## src/rtl/minisrc_pkg.sv

```systemverilog
// Mini SRC control package: opcode and ALU-select encodings, sequencer state
// encoding, the control-word struct driven by the step decoder, and helpers
// for each instruction's final execute step and its ALU select.
package minisrc_pkg;

  // Opcodes, IR[31:27]
  localparam logic [4:0] OP_LD   = 5'b00000;
  localparam logic [4:0] OP_LDI  = 5'b00001;
  localparam logic [4:0] OP_ST   = 5'b00010;
  localparam logic [4:0] OP_ADD  = 5'b00011;  // first R-type
  localparam logic [4:0] OP_SHL  = 5'b01011;  // last R-type
  localparam logic [4:0] OP_ADDI = 5'b01100;
  localparam logic [4:0] OP_ANDI = 5'b01101;
  localparam logic [4:0] OP_ORI  = 5'b01110;
  localparam logic [4:0] OP_DIV  = 5'b01111;
  localparam logic [4:0] OP_MUL  = 5'b10000;
  localparam logic [4:0] OP_NEG  = 5'b10001;
  localparam logic [4:0] OP_NOT  = 5'b10010;
  localparam logic [4:0] OP_BR   = 5'b10011;
  localparam logic [4:0] OP_JR   = 5'b10100;
  localparam logic [4:0] OP_JAL  = 5'b10101;
  localparam logic [4:0] OP_IN   = 5'b10110;
  localparam logic [4:0] OP_OUT  = 5'b10111;
  localparam logic [4:0] OP_MFHI = 5'b11000;
  localparam logic [4:0] OP_MFLO = 5'b11001;
  localparam logic [4:0] OP_NOP  = 5'b11010;
  localparam logic [4:0] OP_HALT = 5'b11011;

  // ALU selects that differ from the opcode value
  localparam logic [4:0] ALU_ADD = 5'b00011;
  localparam logic [4:0] ALU_AND = 5'b00101;
  localparam logic [4:0] ALU_OR  = 5'b00110;

  typedef enum logic [3:0] {
    ST_RESET, ST_FETCH0, ST_FETCH1, ST_FETCH2,
    ST_T3, ST_T4, ST_T5, ST_T6, ST_T7, ST_HALT
  } state_t;

  typedef struct packed {
    logic       pc_in, ir_in, y_in, z_in, hi_in, lo_in, mar_in, mdr_in;
    logic       outport_in, inc_pc;
    logic       pc_out, zhigh_out, zlow_out, hi_out, lo_out, mdr_out;
    logic       inport_out, c_out;
    logic       read, write;
    logic       gra, grb, grc, rin, rout, baout;
    logic       con_en, r15_in;
    logic [4:0] alu;
  } ctrl_t;

  // Final execute step; the step after it is the instruction boundary.
  function automatic state_t last_step(input logic [4:0] op);
    case (op) inside
      OP_LD, OP_ST:                return ST_T7;
      OP_LDI, [OP_ADD:OP_ORI]:     return ST_T5;
      OP_DIV, OP_MUL, OP_BR:       return ST_T6;
      OP_NEG, OP_NOT, OP_JAL:      return ST_T4;
      default:                     return ST_T3;
    endcase
  endfunction

  // Address arithmetic (ld/ldi/st/br) and addi add; andi/ori map onto the
  // register forms; everything else passes its opcode straight through.
  function automatic logic [4:0] alu_sel(input logic [4:0] op);
    case (op)
      OP_LD, OP_LDI, OP_ST, OP_BR, OP_ADDI: return ALU_ADD;
      OP_ANDI:                              return ALU_AND;
      OP_ORI:                               return ALU_OR;
      default:                              return op;
    endcase
  endfunction

endpackage

```

## src/rtl/control_step_decoder.sv

```systemverilog
// Combinational step decoder: (state, opcode, CON) -> control word.
// Ports:
//   i_state  current sequencer state
//   i_opcode IR[31:27]
//   i_con    CON FF result (only gates PC_in in br T6)
//   o_ctrl   full control word; all zero in RESET and HALT
module control_step_decoder
  import minisrc_pkg::*;
(
  input  state_t     i_state,
  input  logic [4:0] i_opcode,
  input  logic       i_con,
  output ctrl_t      o_ctrl
);

  ctrl_t c;
  logic  w_alu_en;

  always_comb begin
    c        = '0;
    w_alu_en = 1'b0;
    case (i_state)
      ST_FETCH0: begin c.pc_out = 1'b1; c.mar_in = 1'b1; c.inc_pc = 1'b1; c.z_in = 1'b1; end
      ST_FETCH1: begin c.zlow_out = 1'b1; c.pc_in = 1'b1; c.read = 1'b1; c.mdr_in = 1'b1; end
      ST_FETCH2: begin c.mdr_out = 1'b1; c.ir_in = 1'b1; end
      ST_T3: begin
        case (i_opcode) inside
          OP_LD, OP_LDI, OP_ST: begin c.grb = 1'b1; c.baout = 1'b1; c.y_in = 1'b1; end
          [OP_ADD:OP_ORI]:      begin c.grb = 1'b1; c.rout = 1'b1; c.y_in = 1'b1; end
          OP_DIV, OP_MUL:       begin c.gra = 1'b1; c.rout = 1'b1; c.y_in = 1'b1; end
          OP_NEG, OP_NOT: begin c.grb = 1'b1; c.rout = 1'b1; c.z_in = 1'b1; w_alu_en = 1'b1; end
          OP_BR:   begin c.gra = 1'b1; c.rout = 1'b1; c.con_en = 1'b1; end
          OP_JR:   begin c.gra = 1'b1; c.rout = 1'b1; c.pc_in = 1'b1; end
          OP_JAL:  begin c.pc_out = 1'b1; c.r15_in = 1'b1; end
          OP_IN:   begin c.inport_out = 1'b1; c.gra = 1'b1; c.rin = 1'b1; end
          OP_OUT:  begin c.gra = 1'b1; c.rout = 1'b1; c.outport_in = 1'b1; end
          OP_MFHI: begin c.hi_out = 1'b1; c.gra = 1'b1; c.rin = 1'b1; end
          OP_MFLO: begin c.lo_out = 1'b1; c.gra = 1'b1; c.rin = 1'b1; end
          default: ;
        endcase
      end
      ST_T4: begin
        case (i_opcode) inside
          OP_LD, OP_LDI, OP_ST, [OP_ADDI:OP_ORI]:
            begin c.c_out = 1'b1; c.z_in = 1'b1; w_alu_en = 1'b1; end
          [OP_ADD:OP_SHL]: begin c.grc = 1'b1; c.rout = 1'b1; c.z_in = 1'b1; w_alu_en = 1'b1; end
          OP_DIV, OP_MUL:  begin c.grb = 1'b1; c.rout = 1'b1; c.z_in = 1'b1; w_alu_en = 1'b1; end
          OP_NEG, OP_NOT:  begin c.zlow_out = 1'b1; c.gra = 1'b1; c.rin = 1'b1; end
          OP_BR:           begin c.pc_out = 1'b1; c.y_in = 1'b1; end
          OP_JAL:          begin c.gra = 1'b1; c.rout = 1'b1; c.pc_in = 1'b1; end
          default: ;
        endcase
      end
      ST_T5: begin
        case (i_opcode) inside
          OP_LDI, [OP_ADD:OP_ORI]: begin c.zlow_out = 1'b1; c.gra = 1'b1; c.rin = 1'b1; end
          OP_LD, OP_ST:    begin c.zlow_out = 1'b1; c.mar_in = 1'b1; end
          OP_DIV, OP_MUL:  begin c.zlow_out = 1'b1; c.lo_in = 1'b1; end
          OP_BR:           begin c.c_out = 1'b1; c.z_in = 1'b1; w_alu_en = 1'b1; end
          default: ;
        endcase
      end
      ST_T6: begin
        case (i_opcode)
          OP_LD:           begin c.read = 1'b1; c.mdr_in = 1'b1; end
          OP_ST:           begin c.gra = 1'b1; c.rout = 1'b1; c.mdr_in = 1'b1; end
          OP_DIV, OP_MUL:  begin c.zhigh_out = 1'b1; c.hi_in = 1'b1; end
          // Branch target is always computed; only the load is conditional.
          OP_BR:           begin c.zlow_out = 1'b1; c.pc_in = i_con; end
          default: ;
        endcase
      end
      ST_T7: begin
        case (i_opcode)
          OP_LD:   begin c.mdr_out = 1'b1; c.gra = 1'b1; c.rin = 1'b1; end
          OP_ST:   c.write = 1'b1;
          default: ;
        endcase
      end
      default: ;
    endcase
    if (w_alu_en) c.alu = alu_sel(i_opcode);
  end

  assign o_ctrl = c;

endmodule

```

## src/rtl/control_unit.sv

```systemverilog
// Hardwired Mini SRC control sequencer. Owns the state register, the
// post-reset idle counter and halt handling; strobes come from the step
// decoder (Moore on state + opcode, with CON gating br's PC load).
// Ports:
//   clk, clr (async active-high)   IR, CON_in, Stop
//   register-load / bus-drive / memory / select strobes to the datapath
//   alu_instruction_bits           ALU op during ALU steps, else 0
//   Run                            1 outside RESET and HALT
module control_unit
  import minisrc_pkg::*;
#(
  parameter int RESET_CYCLES    = 1,
  parameter int HALT_ON_UNKNOWN = 0
) (
  input  logic        clk,
  input  logic        clr,
  input  logic [31:0] IR,
  input  logic        CON_in,
  input  logic        Stop,
  output logic        PC_in, IR_in, Y_in, Z_in, HI_in, LO_in, MAR_in, MDR_in,
  output logic        OutPort_in, IncPC,
  output logic        PC_out, Zhigh_out, Zlow_out, HI_out, LO_out, MDR_out,
  output logic        InPort_out, C_out,
  output logic        Read, Write,
  output logic        Gra, Grb, Grc, Rin, Rout, BAout,
  output logic        CON_en, R15_in,
  output logic [4:0]  alu_instruction_bits,
  output logic        Run
);

  localparam int            CW       = (RESET_CYCLES > 1) ? $clog2(RESET_CYCLES) : 1;
  localparam logic [CW-1:0] CNT_LAST = CW'(RESET_CYCLES - 1);

  state_t        r_state, w_next;
  logic [CW-1:0] r_cnt, w_cnt_next;
  logic [4:0]    w_op;
  logic          w_halt_op;
  state_t        w_boundary;
  ctrl_t         w_ctrl;
  logic          w_unused_ir;

  assign w_op        = IR[31:27];
  assign w_unused_ir = ^IR[26:0];

  assign w_halt_op  = (w_op == OP_HALT) || ((w_op > OP_HALT) && (HALT_ON_UNKNOWN != 0));
  // Stop is only honoured where a new fetch would begin.
  assign w_boundary = Stop ? ST_HALT : ST_FETCH0;

  always_ff @(posedge clk or posedge clr) begin
    if (clr) begin
      r_state <= ST_RESET;
      r_cnt   <= '0;
    end else begin
      r_state <= w_next;
      r_cnt   <= w_cnt_next;
    end
  end

  always_comb begin
    w_next     = r_state;
    w_cnt_next = r_cnt;
    case (r_state)
      ST_RESET: begin
        if (r_cnt == CNT_LAST) w_next = w_boundary;
        else                   w_cnt_next = r_cnt + 1'b1;
      end
      ST_FETCH0: w_next = ST_FETCH1;
      ST_FETCH1: w_next = ST_FETCH2;
      ST_FETCH2: w_next = ST_T3;
      ST_HALT:   w_next = ST_HALT;
      default: begin
        if (r_state == last_step(w_op)) begin
          w_next = w_halt_op ? ST_HALT : w_boundary;
        end else begin
          case (r_state)
            ST_T3:   w_next = ST_T4;
            ST_T4:   w_next = ST_T5;
            ST_T5:   w_next = ST_T6;
            ST_T6:   w_next = ST_T7;
            default: w_next = w_boundary;
          endcase
        end
      end
    endcase
  end

  control_step_decoder u_dec (
    .i_state  (r_state),
    .i_opcode (w_op),
    .i_con    (CON_in),
    .o_ctrl   (w_ctrl)
  );

  assign PC_in      = w_ctrl.pc_in;
  assign IR_in      = w_ctrl.ir_in;
  assign Y_in       = w_ctrl.y_in;
  assign Z_in       = w_ctrl.z_in;
  assign HI_in      = w_ctrl.hi_in;
  assign LO_in      = w_ctrl.lo_in;
  assign MAR_in     = w_ctrl.mar_in;
  assign MDR_in     = w_ctrl.mdr_in;
  assign OutPort_in = w_ctrl.outport_in;
  assign IncPC      = w_ctrl.inc_pc;
  assign PC_out     = w_ctrl.pc_out;
  assign Zhigh_out  = w_ctrl.zhigh_out;
  assign Zlow_out   = w_ctrl.zlow_out;
  assign HI_out     = w_ctrl.hi_out;
  assign LO_out     = w_ctrl.lo_out;
  assign MDR_out    = w_ctrl.mdr_out;
  assign InPort_out = w_ctrl.inport_out;
  assign C_out      = w_ctrl.c_out;
  assign Read       = w_ctrl.read;
  assign Write      = w_ctrl.write;
  assign Gra        = w_ctrl.gra;
  assign Grb        = w_ctrl.grb;
  assign Grc        = w_ctrl.grc;
  assign Rin        = w_ctrl.rin;
  assign Rout       = w_ctrl.rout;
  assign BAout      = w_ctrl.baout;
  assign CON_en     = w_ctrl.con_en;
  assign R15_in     = w_ctrl.r15_in;
  assign alu_instruction_bits = w_ctrl.alu;
  assign Run        = (r_state != ST_RESET) && (r_state != ST_HALT);

endmodule

```

## config.mk

```make
export PLATFORM = sky130hd
export DESIGN_NAME = control_unit
export DESIGN_NICKNAME = d
export VERILOG_FILES = /design/src/rtl/minisrc_pkg.sv /design/src/rtl/control_step_decoder.sv /design/src/rtl/control_unit.sv
export SDC_FILE = /design/constraint.sdc
export NUM_CORES = 1
export LEC_CHECK = 0
export ABC_AREA = 1
export CORE_ASPECT_RATIO = 0.6
export CORE_MARGIN = 1.5
export CORE_UTILIZATION = 32
export CTS_CLUSTER_SIZE = 25
export DETAILED_ROUTE_END_ITERATION = 8
export PLACE_DENSITY = 0.85
export SYNTH_ARGS = -nofsm -noshare
export SYNTH_HDL_FRONTEND = slang
export SYNTH_SLANG_ARGS = --single-unit
```

## constraint.sdc

```tcl
create_clock -name clk -period 1.7 [get_ports clk]
set_clock_uncertainty 0.05 [all_clocks]
set_input_delay 0.34 -clock clk [delete_from_list [all_inputs] [get_ports clk]]
set_output_delay 0.34 -clock clk [all_outputs]
set_load 0.01 [all_outputs]
```

==> Word-level counts from Yosys, hierarchy flattened <==
Cells that the tools add are included.
{ "totals": {"reg_bits": 5, "latchBits": 0, "ramBits": 0, "mem_bits_ro": 0, "input_bits": 36, "output_inout_bits": 34, "elab_cells": 219, "n_memories": 0} }
{ "op_classes": {"n_addsub": 1, "multipliers": 0, "div_mod_pow": 0, "magnitude_cmp": 4, "eq_ne": 29, "n_shift": 0, "n_mux": 166, "n_bitwise": 0, "n_reduce_logical": 17} }
{ "op_table": {"columns": ["operator", "n"], "rows": [
  ["$mux W1", 137],
  ["$eq A5 B5 Y1 const B", 11],
  ["$mux W4", 6],
  ["$eq A5 B4 Y1 const B", 4],
  ["$pmux W4 S5", 1],
  ["$eq A4 B3 Y1 const B", 4],
  ["$pmux W1 S4", 4],
  ["$pmux W4 S4", 1],
  ["$pmux W5 S3", 1],
  ["$pmux W1 S2", 7],
  ["$le A5 B4 Y1 const B", 2],
  ["$reduce_or A5 Y1", 2],
  ["$pmux W1 S3", 3],
  ["$reduce_or A3 Y1", 3],
  ["$eq A4 B2 Y1 const B", 2],
  ["$eq A4 B4 Y1 const B", 2],
  ["$reduce_or A2 Y1", 4],
  ["$mux W2", 3],
  ["$eq A5 B1 Y1 const B", 1],
  ["$eq A5 B2 Y1 const B", 1],
  ["$ge A5 B2 Y1 const B", 1],
  ["$ge A5 B4 Y1 const B", 1],
  ["$logic_not A5 Y1", 1],
  ["$mux W5", 1],
  ["11 further kinds", 14]
]} }

==> Logic depth before layout (Yosys ltp) <==
Gate-level depths: netlist (run 1).
{ "depth": {"word_depth": 13, "depth_mapped": 12, "depth_no_buf": 12} }

==> Modules after synthesis <==
A second synthesis (run 1) with hierarchy kept.
{ "unflattened": {"cells_unflattened": 228, "hier_area_um2": 1137.3} }
{ "modules_own_cells": {"columns": ["module", "n_inst", "cells_per_inst", "area_per_inst_um2", "seq_area_each_um2"], "rows": [
  ["control_step_decoder", 1, 152, 706.9, 0.0],
  ["control_unit", 1, 76, 430.4, 100.1]
]} }

==> Worst setup path after synthesis (run 1) <==
Ideal clock, no wire load.
{ "synth_path": {"path_kind": "flip-flop to output port", "from": "reg r_state[1]", "to": "out alu_instruction_bits[1]", "arrival_ns": 1.357, "t_required_ns": 1.310, "setup_slack_ns": -0.047, "stages_incl_launch_ff": 8, "path_buffers": 0, "cell_sequence": "dfrtp_1 > nor2_1 > inv_1 > nor2_4 > inv_1 > o221ai_2 > o21ai_0 > inv_1"} }
{ "synth_via": {"elab_chain_len": 3, "word_cells_on_any_way": 5, "cone_classes": "3 x eq/ne; 2 x mux"} }
{ "synth_lines": {"columns": ["element", "line_no", "text"], "rows": [
  ["start, declared", "control_unit.sv:34", "state_t r_state, w_next;"],
  ["start signal, assigned", "control_unit.sv:54", "r_state <= w_next;"],
  ["$eq A4 B3 Y1", "control_step_decoder.sv:22", "case (i_state)"],
  ["$pmux W1 S3 *", "control_step_decoder.sv:22", null],
  ["$mux W5 *", "control_step_decoder.sv:82", "if (w_alu_en) c.alu = alu_sel(i_opcode);"],
  ["end, declared", "control_unit.sv:27", "output logic [4:0] alu_instruction_bits,"]
]} }
Mark *: on every way between the ends. The rest lies on a longest branch, timed or not.

==> Worst setup path in the final report (run 1) <==
{ "layout_path": {"from": "reg r_state[1]", "to": "out alu_instruction_bits[4]"} }
The elaborated chain is that of the path after synthesis.

==> flow_summary.rst, run 1 <==
.. list-table::
   :header-rows: 1

   * - Metric
     - Value
   * - Post-Place Cell Area
     - 1927 um2
   * - Gr ovfl total
     - 0
   * - Maximum ir drop on the vdd rail
     - 1.011 mV
   * - Power after layout
     - 2.845 mW
   * - Largest net degree at the start of global routing
     - 8
   * - Number of warnings reported in the yosys synthesis log
     - 0
   * - ANT cells
     - 0
   * - Number of core rows
     - 15
   * - Vias per std cell
     - 6.365
   * - Summed instance area of the synthesized netlist
     - 974.7 um2
   * - Core Box Area
     - 2890 um2
   * - Horizontal die dimension
     - 74.25 um
   * - Ratio of final minimum period to clock period
     - 132.7%
   * - Portion of synthesized cell area occupied by the leading cell type
     - 19.26%
   * - Fin nets
     - 374
   * - Violations in the final reports
     - setup timing
   * - Max clock buf depth
     - 2
   * - Max-slew violation count
     - 0
   * - Layout cell share with drive strength beyond 1
     - 71.43%
   * - First-iteration detailed-routing DRC count
     - 483
   * - P_leak
     - 1.369 nW
   * - Unrepaired setup endpoints after global routing
     - true
   * - Remaining DRCs
     - 0
   * - Depth of the worst register-to-register path
     - 12
   * - Run status
     - finished, violations left
   * - Post-layout worst setup margin
     - -0.5555 ns
   * - Sum of net half-perimeters after detailed placement
     - 3780 um
   * - Total of hold buffers inserted after clock tree synthesis
     - 0
   * - P&R area growth vs syn
     - 169.7%
   * - Global-route wire length before repair
     - 9625 um
   * - Pre-CTS worst setup slack
     - -1.105 ns
   * - IO Port Bufs
     - 42
   * - Starting density of the core
     - 33.72%
   * - Clock root buffer
     - sky130_fd_sc_hd__clkbuf_8
   * - Number of buffers added by the clock tree synthesis step
     - 3
   * - Kind of capture point of the worst setup path
     - output pin
   * - Leading register cell type out of synthesis
     - sky130_fd_sc_hd__dfrtp_1
   * - Largest driver fanout on the critical path
     - 4
   * - Overall die height
     - 45.75 um
   * - Number of distinct library cells after synthesis
     - 23
   * - Category of the critical setup timing path
     - reg2out
   * - Fraction of synthesis flops using an asynchronous set or reset pin
     - 100.0%
   * - Sequential element share of the synthesized area
     - 10.27%
   * - Nature of the critical path startpoint
     - flop
   * - Gpl congestion
     - 1.021
   * - Routed Antenna Nets
     - 0
   * - CTS HTree Levels
     - 1
   * - Post-layout instance count excluding filler cells
     - 378
   * - Number of top-level pins
     - 70
   * - Data arrival time of the worst path
     - 1.87 ns
   * - Main area contributors after synthesis
     - sky130_fd_sc_hd__nand2_1 (19%), sky130_fd_sc_hd__inv_1 (14%), sky130_fd_sc_hd__nor2_1 (11%), sky130_fd_sc_hd__dfrtp_1 (10%), sky130_fd_sc_hd__nand3_1 (9.8%)
   * - Relative slew slack
     - 80.54%
   * - Number of standard cells after synthesis
     - 195
   * - Critical Path RT
     - 1.31 ns
   * - Commonest cells in the synthesized netlist
     - sky130_fd_sc_hd__nand2_1 (50), sky130_fd_sc_hd__inv_1 (36), sky130_fd_sc_hd__nor2_1 (29), sky130_fd_sc_hd__nand3_1 (19), sky130_fd_sc_hd__o21ai_0 (10)
   * - Most used standard cell by instance count after synthesis
     - sky130_fd_sc_hd__nand2_1
   * - First drt pass iteration count
     - 5
   * - Highest clock frequency the design can meet
     - 443.4 MHz
   * - CTS tree
     - yes
   * - Shortest clock period the worst path allows after layout
     - 2.255 ns
   * - Number of global-route vias before repair
     - 1960
   * - Number of storage elements in the synthesis netlist
     - 4
   * - Clock-pin slew of the registers on the worst-case setup and hold paths
     - 0.04 ns
   * - Number of instances in the placed design
     - 341
   * - Later-pin clock latency in the skew report
     - 0.23 ns
   * - Setup violations, final
     - 38
   * - Total routing resource utilization after global routing
     - 39.89%
   * - Register bank with the most flops
     - r_state
   * - Area of the die
     - 3397 um2
   * - Total Routed Length
     - 9312 um
   * - Average cell area after synthesis
     - 4.998 um2
   * - Net count after synthesis
     - 231
   * - Leading area contributor after synthesis
     - sky130_fd_sc_hd__nand2_1
   * - Setup_tns
     - -13.16 ns
   * - Number of antenna violations at the first check in global routing
     - 0
   * - Biggest regs
     - r_state x4
   * - Number of enable-type register cells in the synthesized netlist
     - 0
   * - Flip-flop count of the largest register after layout
     - 4
   * - Max cap viols
     - 0
   * - Summed area of non-filler cells in the final layout
     - 2629 um2
   * - Transition time at the pin with the least slew margin
     - 0.2916 ns
   * - Fin. Hold Viols
     - 0
   * - Routed length per instance
     - 24.63 um
   * - Path type of the worst min-delay path
     - in2async
   * - Number of sinks handled by clock tree synthesis
     - 4
   * - Via count
     - 2406
   * - Pwr dens
     - 1082 nW/um2
layer usage:
layer	global-route usage (%)	vias up	part of all wire (%)
met5	0	-	0
met1	48.94	1055	35
met3	17.04	126	17
met4	23.64	0	9.5
li1	-	899	-
met2	58.57	326	38
power by group:
group          internal (mW)  total, mW  switching [mW]  leakage (nW)
sequential             0.147      0.255           0.108        0.0461
clock                  0.152      0.216          0.0640        0.0216
combinational           1.02       2.37            1.35          1.30
total                   1.32       2.85            1.52          1.37
path summary, 6_finish.rpt:
| path | start | endpoint | slack [ns] |
|---|---|---|---|
| min | clr | r_state[2] | 0.30 |
| max in group asynchronous | clr | r_state[0] | 1.06 |
| max | r_state[1] | alu_instruction_bits[4] | -0.56 |
| min in group clk | r_state[3] | r_state[1] | 0.93 |
| min reg2reg | r_state[3] | r_state[1] | 0.93 |
| max reg2reg | r_state[3] | r_state[3] | -0.22 |
cells in the final DEF (no fill, tap or decap), drive strengths merged:
master           n
a211oi           1
a21oi            4
buf            132
clkbuf           4
clkdlybuf4s15    3
clkdlybuf4s50    3
dfrtp            4
dlygate4sd2      1
inv             41
nand2           54
nand3           19
nand4            5
nor2            38
nor3             4
nor4             2
o2111ai          1
o21ai           14
o21bai           1
o221ai           1
o22ai            2
or2              2
layout make-up:
type	instances	area [um2]
inverters	41	171.4
repair buffers	140	1165
clock buffers	3	41.29
flip-flops and latches	4	103.9
well taps	42	52.55
multi-input cells	148	1095
fillers	120	261.5
critical path: stages (launching register included):
cell,delay (ns)
sky130_fd_sc_hd__dfrtp_2,0.48
sky130_fd_sc_hd__nor2_4,0.17
sky130_fd_sc_hd__inv_2,0.07
sky130_fd_sc_hd__nor2_4,0.13
sky130_fd_sc_hd__inv_2,0.08
sky130_fd_sc_hd__o221ai_4,0.23
sky130_fd_sc_hd__buf_4,0.18
sky130_fd_sc_hd__buf_6,0.08
sky130_fd_sc_hd__nand3_2,0.05
sky130_fd_sc_hd__inv_1,0.05
sky130_fd_sc_hd__buf_2,0.12
what timing repair did:
| item | in CTS | in global routing |
|---|---|---|
| setup endpoints to repair | 38 | 38 |
| pin swaps | 23 | 30 |
| buffers inserted | 21 | 18 |
| gates cloned | 1 | 0 |
| resized for setup | 245 | 81 |
per-stage QoR:
stage | hold slack [ns] | util [%]
after detailed placement | 0.4869 | 66.67
final | 0.3021 | 90.95
after CTS | 0.2541 | 78.92
after floorplan | 0.05608 | -
after global routing | 0.3225 | 90.95
after global placement | 0.4877 | 66.67
kinds of logic after synthesis:
group / count (synthesis) / share of synthesized area [%]
and+or+nand+nor: 124 / 57.89
AOI/OAI and AO/OA: 24 / 14.51
buffers and inverters: 43 / 17.33
DFF: 4 / 10.27
Power figures use the tool's default switching activity.
==> run 2, diff against run 1 <==
SLEW_MARGIN = 20   (was default)
==> results of run 2 <==
No change in the layout: final DEF, timing and power equal those of run 1.
==> run 3, diff against run 2 <==
CORE_ASPECT_RATIO = default   (was 0.6)
==> run 3 against run 2 <==
The flow finishes with violations (DRC, setup timing). Wire length decreased by 15%. Global-route usage shrank 2.9 points. Non-clock buffer count increased by 1. First-iteration DRC count shrank 25%. Final area shrank 3.8%. Maximum frequency up 3.0%. Register-to-register slack gained 0.18 ns. Cell count is 2.6% lower. Count of clock-buffer cells in the layout stayed put. Core utilization down 1.6 points. Combinational power increased by 2%. Sequential power fell by 10%. Critical path type unchanged. Largest cell class unchanged.
==> flow_summary.rst, run 3 (synthesized netlist as in run 1, its figures left out) <==
.. list-table::
   :header-rows: 1

   * - Metric
     - Value
   * - Routed length per instance
     - 21.53 um (-13%)
   * - Max-slew violation count
     - 0 (unchanged)
   * - Remaining DRCs
     - 2 (+2)
   * - Starting density of the core
     - 34.45% (+0.73 points)
   * - First-iteration detailed-routing DRC count
     - 363 (-25%)
   * - Most frequent standard cell in the layout excluding fill and tap cells
     - sky130_fd_sc_hd__buf_4
   * - Maximum ir drop on the vdd rail
     - 1.486 mV (+47%)
   * - Filler cell count in the final layout
     - 126 (+5.0%)
   * - Number of sinks handled by clock tree synthesis
     - 4 (unchanged)
   * - P_leak
     - 1.359 nW (-0.76%)
   * - GR Util met3
     - 6.920% (-10 points)
   * - Global-route wire length before repair
     - 9528 um (-1.0%)
   * - Run status
     - finished, violations left
   * - Unrepaired setup endpoints after global routing
     - true
   * - Number of top-level pins
     - 70 (unchanged)
   * - Gr ovfl total
     - 0 (unchanged)
   * - Most frequent cells in the layout
     - sky130_fd_sc_hd__buf_4 (74), sky130_fd_sc_hd__nand2_1 (36), sky130_fd_sc_hd__buf_6 (30), sky130_fd_sc_hd__buf_2 (29)
   * - First drt pass iteration count
     - 7 (+2)
   * - Largest driver fanout on the critical path
     - 5 (+1)
   * - Fin. Hold Viols
     - 0 (unchanged)
   * - Relative slew slack
     - 71.54% (-9.0 points)
   * - Most used routing layer in global routing
     - met2
   * - Setup violations, final
     - 38 (unchanged)
   * - Area of the die
     - 3386 um2 (-0.32%)
   * - Gpl congestion
     - 0.9590 (-6.1%)
   * - Ratio of final minimum period to clock period
     - 128.8% (-3.8 points)
   * - Core Box Area
     - 2829 um2 (-2.1%)
   * - Flip-flop count of the largest register after layout
     - 4 (unchanged)
   * - Largest net degree at the start of global routing
     - 8 (unchanged)
   * - Fin nets
     - 375 (+0.27%)
   * - Pre-CTS worst setup slack
     - -1.080 ns (+0.02541 ns)
   * - Shortest clock period the worst path allows after layout
     - 2.190 ns (-0.06538 ns)
   * - Number of global-route vias before repair
     - 1992 (+1.6%)
   * - Via count
     - 2233 (-7.2%)
   * - Routed Antenna Nets
     - 0 (unchanged)
   * - Critical path endpoint
     - alu_instruction_bits[2]
   * - GR Util met2
     - 58.93% (+0.36 points)
   * - P&R area growth vs syn
     - 159.4%
   * - Worst reg2reg startpoint
     - r_state[2]
   * - Vias per std cell
     - 6.068 (-4.7%)
   * - Overall die height
     - 58.19 um (+27%)
   * - Later-pin clock latency in the skew report
     - 0.25 ns (+0.02 ns)
   * - Register bank with the most flops
     - r_state
   * - Number of buffers added by the clock tree synthesis step
     - 3 (unchanged)
   * - Violations in the final reports
     - DRC, setup timing
   * - Layout cell share with drive strength beyond 1
     - 69.73% (-1.7 points)
   * - ANT cells
     - 0 (unchanged)
   * - Biggest regs
     - r_state x4
   * - Max clock buf depth
     - 2 (unchanged)
   * - Final standard cell utilization of the core
     - 89.39% (-1.6 points)
   * - Transition time at the pin with the least slew margin
     - 0.4225 ns (+0.1309 ns)
   * - Total of hold buffers inserted after clock tree synthesis
     - 0 (unchanged)
   * - Pwr dens
     - 1096 nW/um2 (+1.2%)
   * - Number of core rows
     - 19 (+4)
   * - Path type of the worst min-delay path
     - in2async
   * - Sum of net half-perimeters after detailed placement
     - 3491 um (-7.7%)
   * - Setup_tns
     - -13.13 ns (+0.03310 ns)
   * - Critical Path RT
     - 1.31 ns (about the same)
   * - Number of antenna violations at the first check in global routing
     - 0 (unchanged)
   * - Highest clock frequency the design can meet
     - 456.6 MHz (+3.0%)
   * - Worst R2R Setup Slack
     - -0.04 ns (+0.18 ns)
   * - Nature of the critical path startpoint
     - flop
   * - Worst flop-to-flop path endpoint
     - r_state[1]
   * - Met1 Track Usage GR
     - 46.90% (-2.0 points)
   * - Clock root buffer
     - sky130_fd_sc_hd__clkbuf_4
   * - Horizontal die dimension
     - 58.19 um (-22%)
   * - Startpoint of the worst setup timing path
     - r_state[3]
   * - CTS tree
     - yes
   * - CTS HTree Levels
     - 1 (unchanged)
   * - Area occupied by multi-input gates
     - 1069 um2 (-2.4%)
   * - Post-layout worst setup margin
     - -0.4901 ns (+0.06538 ns)
   * - Clock-pin slew of the registers on the worst-case setup and hold paths
     - 0.04 ns (about the same)
   * - Depth of the worst register-to-register path
     - 11 (-1)
   * - Total area of sequential cells
     - 102.6 um2 (-1.2%)
   * - IO Port Bufs
     - 42 (unchanged)
   * - Data arrival time of the worst path
     - 1.80 ns (-0.07 ns)
   * - Kind of capture point of the worst setup path
     - output pin
   * - Power after layout
     - 2.771 mW (-2.6%)
   * - Category of the critical setup timing path
     - reg2out
   * - Total Routed Length
     - 7922 um (-15%)
   * - Total routing resource utilization after global routing
     - 37.00% (-2.9 points)
   * - Max cap viols
     - 0 (unchanged)
## run 3: cell types whose count changed in the layout (fill, tap and decap cells not counted), moves of 3 or more
cell                       change
sky130_fd_sc_hd__buf_6         -7
sky130_fd_sc_hd__buf_2         +5
sky130_fd_sc_hd__buf_4         +5
sky130_fd_sc_hd__nor2_1        +5
sky130_fd_sc_hd__clkbuf_4      +3
sky130_fd_sc_hd__clkbuf_8      -3
sky130_fd_sc_hd__nand2_2       -3
sky130_fd_sc_hd__nor2_4        -3
## run 3: final cells by class
type                       instances  share of cell area, %
clock buffer                       3                 0.8906
inverter                          41                  6.779
multi-input combinational        148                  42.26
sequential                         4                  4.057
tap                               31                  1.534
timing repair buffer             141                  44.48
## run 3: power by group
part           internal (mW)  leakage [nW]  switching (mW)  total, mW
Sequential             0.145        0.0474          0.0837      0.229
Combinational           1.12          1.30            1.29       2.42
Clock                 0.0795        0.0138          0.0468      0.126
## run 3: what timing repair did
action	in CTS	in global routing
cloned	1	0
pin swaps	29	27
buffers inserted	22	13
endpoints found under the setup margin	38	38
resized for setup	235	70
## run 3: worst min-delay path by stage
stage	startpoint	end	slack (ns)	cells after the start
after detailed placement	clr	r_state[1]	0.49	2
after global routing	clr	r_state[0]	0.27	2
after floorplan	clr	r_state[0]	0.06	1
final	clr	r_state[0]	0.25	2
after CTS	clr	r_state[2]	0.24	2
after global placement	clr	r_state[1]	0.48	2
## run 3: routing by layer
metal / share of wire, % / vias to the layer above
met5: 0 / -
met4: 6.2 / 0
met3: 14 / 61
met2: 44 / 255
met1: 36 / 1010
li1: - / 907
## run 3: per-stage QoR
step                      cells  hold slack [ns]  cell area, um2
after floorplan             195          0.05608           992.2
after global routing        368           0.2715            2529
after global placement      331           0.4811            1921
final                       368           0.2470            2529
after detailed placement    331           0.4876            1921
after CTS                   357           0.2375            2220
## run 3: worst max-delay path: stages, from the launching register on
cell and delay [ns]:
sky130_fd_sc_hd__dfrtp_1 0.43, sky130_fd_sc_hd__nor2_4 0.21, sky130_fd_sc_hd__buf_6 0.14, sky130_fd_sc_hd__nand3_4 0.11
sky130_fd_sc_hd__o221ai_4 0.29, sky130_fd_sc_hd__buf_6 0.15, sky130_fd_sc_hd__nand3_2 0.05, sky130_fd_sc_hd__inv_1 0.05
sky130_fd_sc_hd__buf_2 0.12
==> patch 1, RTL diff (flow settings as in run 3) <==
Register the output `BAout`; this adds one clock of latency there. The other outputs are not delayed to match.
--- a/src/rtl/control_unit.sv
+++ b/src/rtl/control_unit.sv
@@ -117,5 +117,7 @@
   assign Rin        = w_ctrl.rin;
   assign Rout       = w_ctrl.rout;
-  assign BAout      = w_ctrl.baout;
+  always_ff @(posedge clk) begin
+    BAout <= w_ctrl.baout;
+  end
   assign CON_en     = w_ctrl.con_en;
   assign R15_in     = w_ctrl.r15_in;
Check against the original RTL: not equivalent (Yosys sat finds a counterexample within 10 cycles, from zero or initial values).
==> patch 1 against run 3 <==
  * The run ends with setup timing left
  * First-iteration DRC count decreased by 53%
  * Total power decreased by 1.6%
  * Final area decreased by 2.7%
  * Die area increased by 3.8%
  * Sequential cell count increased by 1
  * Routed wire length decreased by 13%
  * Non-clock buffer count decreased by 9
  * Synthesized area increased by 4.0%
  * Worst setup slack got worse by 0.023 ns
  * Critical path type is now primary input to output port
  * Largest power group unchanged
  * Highest routed layer unchanged
==> patch 1: results (changes against run 3) <==
Outcome
  • Outcome: finished, violations left
  • Violated checks: setup timing

Critical path
  • R2R Setup Slk: -0.18 ns (-0.14 ns)
  • R2R depth: 13 (+2)
  • CP arrival: 1.82 ns (+0.02 ns)
  • Worst r2r dst: r_state[3]$_DFF_PP0_
  • Crit path from: IR[31]
  • CP max FO: 4 (-1)
  • Crit path to: Gra

Clock tree
  • Htree depth: 1 (unchanged)
  • Clk pin slew, worst setup/hold paths: 0.06 ns (+0.02 ns)
  • Clock Root Buffer: clkbuf_4
  • Worst-skew pair later-pin latency: 0.26 ns

Synth
  • Syn_nets: 221 (-4.3%)
  • Total of warnings raised by yosys: 0 (unchanged)
  • Post-synth top cells: nand2_1, inv_1, nor2_1
  • Asr flop ratio synth: 0.800 (-0.200)
  • Mapped Avg Cell Area: 5.48 µm² (+9.6%)
  • Unique masters post-synth: 30 (+30%)
  • Sequential area share after synthesis: 0.119 (+0.0158)
  • Area contributors post-synth: nand2_1, inv_1, dfrtp_1

Power
  • Maximum VDD drop: 719 µV (-52%)
  • Lkg Pwr: 1.29 nW (-4.8%)

Global route
  • Grt met2 use: 0.584 (-0.00530)
  • Vias in the first global route: 2019 (+1.4%)
  • GRT Util Overall: 0.326 (-0.0439)
  • Largest net degree at the start of global routing: 8 (unchanged)
  • Grt met3 use: 0.0939 (+0.0247)
  • Initial antenna violation count: 0 (unchanged)
  • Met1 Resource Use GR: 0.309 (-0.160)
  • Global-route wire length before repair: 8690 µm (-8.8%)

Final layout
  • Final Net Count: 356 (-5.1%)
  • Fillcell total: 181 (+44%)
  • N_diodes: 0 (unchanged)
  • Top flop regs: r_state (4), BAout (1)
  • Layout cells sized above 1: 0.708 (+0.0111)

Timing
  • Hold Slack: 0.201 ns (-0.0464 ns)
  • Final WS setup: -0.513 ns (-0.0229 ns)
  • Setup violators final: 37 (-2.6%)
  • Final setup TNS: -11.01 ns (+2.12 ns)
  • Slew @ Worst Pin: 0.396 ns (-0.0266 ns)

Place
  • Cell Count Post-Placement: 335 (+1.2%)
  • Dpl cell area: 2000 µm² (+4.1%)
  • Hpwl dp: 3400 µm (-2.7%)
  • Pre-CTS setup slack: -1.13 ns (-0.0539 ns)
  • GP Congestion: 0.916 (-4.5%)

Routing
  • Detailed Routing Iterations Pass 1: 5 (-2)
  • Vias per inst: 5.51 (-9.2%)
  • Max layer used: met4
  • Wirelength per Cell: 18.9 µm (-12%)
  • Metal3 WL: 630 µm (-43%)
  • Met2 routed WL: 3320 µm (-4.9%)
  • Met1 wire length: 2410 µm (-15%)
  • Initial drt markers: 169 (-53%)
  • DRT Wirelength: 6880 µm (-13%)

Hold path
  • Hold Path Class: primary input to asynchronous set/reset pin
==> patch 1: changes by cell type in the layout (fill, tap and decap cells not counted), sizes merged, moves of 2 or more <==
cell,before,now
nand2,54,48
nand3,19,24
o211ai,0,2
buf,134,126
a21oi,4,6
nor2,38,31
inv,41,38
nand4,5,2
==> patch 1: worst min-delay path by stage <==
stage | startpoint | to | cells after the start
CTS | clr | r_state[2]$_DFF_PP0_ | 2
finish | clr | r_state[2]$_DFF_PP0_ | 2
global route | clr | r_state[2]$_DFF_PP0_ | 2
global placement | clr | r_state[2]$_DFF_PP0_ | 2
floorplan | clr | r_state[0]$_DFF_PP0_ | 1
detailed placement | clr | r_state[2]$_DFF_PP0_ | 2
==> patch 1: kinds of logic after synthesis <==
logic type / synth area share
AND/OR/NAND/NOR: 0.544
buffers and inverters: 0.158
AO/OA/AOI/OAI: 0.179
flip-flops: 0.119
==> patch 1: report_power, final <==
group	internal, mW	switching [mW]	leakage, nW
Combinational	1.11	1.21	1.22
Clock	0.0898	0.0651	0.0150
Sequential	0.171	0.0756	0.0542
==> patch 1: worst max-delay path, cell delays in order <==
cell	delay, ns
buf_2	0.15
inv_4	0.09
buf_4	0.14
nor2_4	0.06
nand3_1	0.17
nand4_1	0.14
o21ai_1	0.36
o2111ai_4	0.20
buf_6	0.17
==> patch 1: final cells by class <==
type / instances / area (µm²) / share of cell area
Clock buffer: 4 / 26.3 / 0.0107
Inverter: 38 / 155 / 0.0631
Multi-Input combinational cell: 140 / 1070 / 0.435
Sequential cell: 5 / 124 / 0.0504
Tap cell: 44 / 55.1 / 0.0224
Timing Repair Buffer: 132 / 1030 / 0.419
==> patch 1: what timing repair did <==
item	CTS	global route
pin swaps	21	20
setup endpoints to repair	37	37
setup buffers	15	12
gates cloned	0	0
resized for setup	222	51
